`config.mk`:
```
export PLATFORM = sky130hd
export DESIGN_NAME = hazard_scoreboard
export DESIGN_NICKNAME = d
export VERILOG_FILES = /design/src/rtl/hazard_scoreboard.sv
export SDC_FILE = /design/constraint.sdc
export NUM_CORES = 1
export LEC_CHECK = 0
export CAP_MARGIN = 25
export CORE_UTILIZATION = 25
export DETAILED_ROUTE_END_ITERATION = 12
export PLACE_DENSITY = 0.51
export SLEW_MARGIN = 20
export SYNTH_ARGS = -nofsm -noshare
export SYNTH_HDL_FRONTEND = slang
export SYNTH_SLANG_ARGS = --single-unit
export TNS_END_PERCENT = 20
```
`constraint.sdc`:
```
create_clock -name clk -period 6.18 [get_ports clk]
set_input_delay 0.927 -clock clk [delete_from_list [all_inputs] [get_ports clk]]
set_output_delay 0.927 -clock clk [all_outputs]
set_load 0.02 [all_outputs]
```
`src/rtl/hazard_scoreboard.sv`:
```
`default_nettype none
// ============================================================================
// Module   : hazard_scoreboard
// Brief    : Decode-stage producer table (Tnew countdown + stage life) that
//            drives the pipeline stall and the D-stage forwarding selects.
// Revision : 1.0 - initial release
// ============================================================================
module hazard_scoreboard #(
  parameter int NREG = 32,
  parameter int CNTW = 32
) (
  input  logic            clk,
  input  logic            reset,
  input  logic [4:0]      D_A1,
  input  logic [4:0]      D_A2,
  input  logic            Use_A1_D,
  input  logic            Use_A2_D,
  input  logic [1:0]      Tuse_A1_D,
  input  logic [1:0]      Tuse_A2_D,
  input  logic [4:0]      D_WR,
  input  logic            RegWrite_D,
  input  logic [2:0]      Tnew_D,
  output logic            stall,
  output logic [1:0]      Fwd_A1_D,
  output logic [1:0]      Fwd_A2_D,
  output logic [CNTW-1:0] stall_cnt
);

  localparam logic [1:0] c_LIFE_E = 2'd3;

  logic [2:0]      r_cnt  [NREG];
  logic [1:0]      r_life [NREG];
  logic [CNTW-1:0] r_stall_cnt;

  logic w_h1;
  logic w_h2;
  logic w_issue;
  logic [2:0] w_tnew_e;

  // life 3/2/1 (E/M/W) maps onto select 1/2/3; register 0 and idle entries read the GRF
  function automatic logic [1:0] fwd_sel(input logic [4:0] a, input logic [1:0] life);
    if (a == 5'd0 || life == 2'd0) return 2'd0;
    return 2'(3'd4 - {1'b0, life});
  endfunction

  always_comb begin
    w_h1 = Use_A1_D && (D_A1 != 5'd0) && (r_life[D_A1] != 2'd0)
           && (r_cnt[D_A1] > {1'b0, Tuse_A1_D});
    w_h2 = Use_A2_D && (D_A2 != 5'd0) && (r_life[D_A2] != 2'd0)
           && (r_cnt[D_A2] > {1'b0, Tuse_A2_D});
  end

  assign stall     = w_h1 | w_h2;
  assign Fwd_A1_D  = fwd_sel(D_A1, r_life[D_A1]);
  assign Fwd_A2_D  = fwd_sel(D_A2, r_life[D_A2]);
  assign stall_cnt = r_stall_cnt;

  assign w_issue  = !stall && RegWrite_D && (D_WR != 5'd0);
  assign w_tnew_e = (Tnew_D >= 3'd1) ? (Tnew_D - 3'd1) : 3'd0;

  // The issued entry replaces any older producer so the youngest one wins
  always_ff @(posedge clk or negedge reset) begin
    if (!reset) begin
      for (int i = 0; i < NREG; i++) begin
        r_cnt[i]  <= 3'd0;
        r_life[i] <= 2'd0;
      end
      r_stall_cnt <= '0;
    end else begin
      for (int i = 0; i < NREG; i++) begin
        if (w_issue && (D_WR == 5'(i))) begin
          r_cnt[i]  <= w_tnew_e;
          r_life[i] <= c_LIFE_E;
        end else begin
          r_cnt[i]  <= (r_cnt[i]  != 3'd0) ? (r_cnt[i]  - 3'd1) : 3'd0;
          r_life[i] <= (r_life[i] != 2'd0) ? (r_life[i] - 2'd1) : 2'd0;
        end
      end
      if (stall) r_stall_cnt <= r_stall_cnt + CNTW'(1);
    end
  end

endmodule
`default_nettype wire

```
==> flow_summary.ini <==
[status]
status = finished, final reports clean

[worst_setup_path]
worstPathArrival_ps = 4720
worstPathMaxFanout = 33
crit_slowest_cell = buf_2
cpMostUsedCell = mux4_2
criticalPathCategory = primary input to output pin
cpPeakStageDelay_ps = 650
worstPathRequired_ps = 5250
cp-end-kind = output pin
cp_cell_sequence = buf_2, mux4_2, mux4_2, mux2_2, ha_1, nor2b_1, o21ai_0, a311oi_1, nand2_1, o22a_2, inv_1, clkdlybuf4s50_1
startpoint_type = primary input

[timing]
final_max_slew_viol_count = 0
tns_ps = 0
fmax_ghz = 0.1769
final.setup_skew_ps = 13.83
whs_ps = 474.5
setup_ws_ps = 528.7
hold_viol = 0
fin_crit_sh = 0.9145
finalCriticalPeriod_ps = 5651
setup_viol = 0
worst_pin_slew_ps = 903.3
slew_headroom = 0.3978
rsz0062_at_grt = no

[pwr]
peakVddDrop_mv = 0.1930
p_leak_nw = 6.559
powerDensity_mw_per_mm2 = 238.1

[floorplanning]
die_w_um = 221.9
io-pin-count = 64
coreArea_mm2 = 0.04775
num_rows = 80
start_util = 0.2531
die_y_um = 221.9
die-area_mm2 = 0.04922

[synth]
postSynthCellCount = 1057
synth_nets = 1157
yosysSeqAreaShare = 0.3976
async_reset_ff_frac = 1.000
ys_ff_latch = 192
ys_types = 48
yosys_warnings = 0
synth-main-ff-cell = dfrtp_1
syn_avg_cell_area_um2 = 11.43
synth_edf_count = 0
synth_area_mm2 = 0.01208

[global_routing]
antenna_found_initial = 4
gr-max-usage-layer = met2
grt_use_total = 0.1425
grt_overflow = 0
use_met1 = 0.1983
first_global_vias = 8608
met2_usage = 0.2162
grt_pass1_wl_mm = 53.06
use_met3 = 0.03697
grt_max_degree = 105

[finish]
areaGrowthSynthToFinish_pct = 15.25
final_core_utilization = 0.2917
nNetsFinal = 1208
final_cell_count_no_fill = 1738
fill_cells = 4867
drive_gt1_frac = 0.2266

[drt]
finalWirelength_mm = 33.79
drtPass1Iterations = 6
num_vias = 8392
drt_iter0_drc = 650
drc = 0
antenna_left = 0
avgViaCountPerCell = 4.829
routedWlPerCell_um = 19.44

[clock_network]
clockBufferDepth = 2
cts_sinks = 192
cts_buffers = 17
h-tree-depth = 4
root_buffer = clkbuf_16
cts.reportedPaths.clkPinSlew_ps = 70
cts_tree = built
clk_latency_ps = 460
postCtsSetupBuffers = 0
cts_resized = 0
hold_buffers = 0

[placed_design]
place.gp.congestion = 0.8910
port_buffers = 63
dp_cells = 1704
dp_slack_ps = 556.6
hpwl_mm = 24.59

[run]
max_cap_viol_count = 0

[min_path]
holdCritPathClass = flip-flop to flip-flop
## Yosys cell counts (17+ instances only)
master,number,area share
a21oi_1,37,0.015
and2_1,33,0.017
clkbuf_1,21,0.0065
dfrtp_1,192,0.40
ha_1,73,0.076
inv_1,107,0.033
mux2_1,26,0.024
mux2_2,42,0.039
mux2i_1,52,0.043
mux4_2,81,0.15
nand2_1,88,0.027
nand3_2,28,0.023
nor2_1,50,0.016
nor3_1,17,0.0070
o21ai_0,36,0.015
or2_2,35,0.018
xor2_1,26,0.019
## stage by stage
stage	total power [mW]	cell area, um^2
after floorplan	1.983	12080
after global placement	2.241	13360
after detailed placement	2.254	13360
after CTS	3.358	13920
after global routing	3.503	13930
final	3.316	13930
## state kept, by name (all words and copies together) (netlist names)
register and cells:
r_life 64, r_cnt 96, stall_cnt 32
## logic make-up after synthesis
kind of cell,synth area share
AO/OA/AOI/OAI,0.05074
XOR/XNOR,0.02247
adder cells (fa/ha/maj),0.07559
buffers and inverters,0.05426
flip-flops,0.3976
multiplexers,0.2574
AND/OR/NAND/NOR,0.1420
## final cells by class
type / count / area [um^2] / area share
clock buffers: 18 / 439.2 / 0.03153
clock inverters: 14 / 120.1 / 0.008625
flip-flops and latches: 192 / 4805 / 0.3450
repair buffers: 79 / 747.0 / 0.05363
well taps: 615 / 769.5 / 0.05525
diodes: 2 / 5.005 / 0.0003594
multi-input cells: 711 / 6640 / 0.4768
inverters: 107 / 401.6 / 0.02884
## per-layer routing
layer / wire length (um) / vias up
met3: 2335 / 44
met4: 667 / 4
met5: 27 / -
met2: 14920 / 252
li1: - / 3804
met1: 15850 / 4288
## power breakdown
part	leakage [nW]	internal (mW)	switching [mW]
logic	3.64	0.347	0.361
registers	2.64	1.36	0.159
clock network	0.280	0.540	0.548
total	6.56	2.25	1.07
## worst max-delay path: cells and delay by family
kind                     cells  cell delay [ps]
AO/OA/AOI/OAI                3              720
adder cells (fa/ha/maj)      1              290
AND/OR/NAND/NOR              2              240
multiplexers                 3             1190
buffers and inverters        3             1310
## layout by cell type (no fill, tap or decap), drive strengths merged, types with 4 or more instances in the layout
cell type and count:
and2 33, o221ai 9, o21ai 36, mux4 81, inv 115, mux2i 52
buf 20, clkinv 6, mux2 68, and3 5, clkdlybuf4s50 58, nor3b 5
o22ai 4, dfrtp 192, ha 73, xnor2 5, a21oi 37, nor4 5
nand2 88, nand3 42, xor2 26, nor3 17, nor2b 7, clkbuf 19
or2 35, nor4b 5, nor2 50
## path summary, 6_finish.rpt
kind / startpoint / to / slack [ps] / depth (start not counted)
setup / recovery: D_A1[1] / stall / 530 / 12
hold / removal: r_life[62] / r_life[62] / 470 / 1
setup reg to reg: r_cnt[40] / stall_cnt[1] / 1670 / 12
hold reg to reg: r_life[62] / r_life[62] / 470 / 1
max in group asynchronous: reset / r_life[47] / 4650 / 2
min in group asynchronous: reset / stall_cnt[4] / 500 / 1
(Power assumes the default switching activity.)
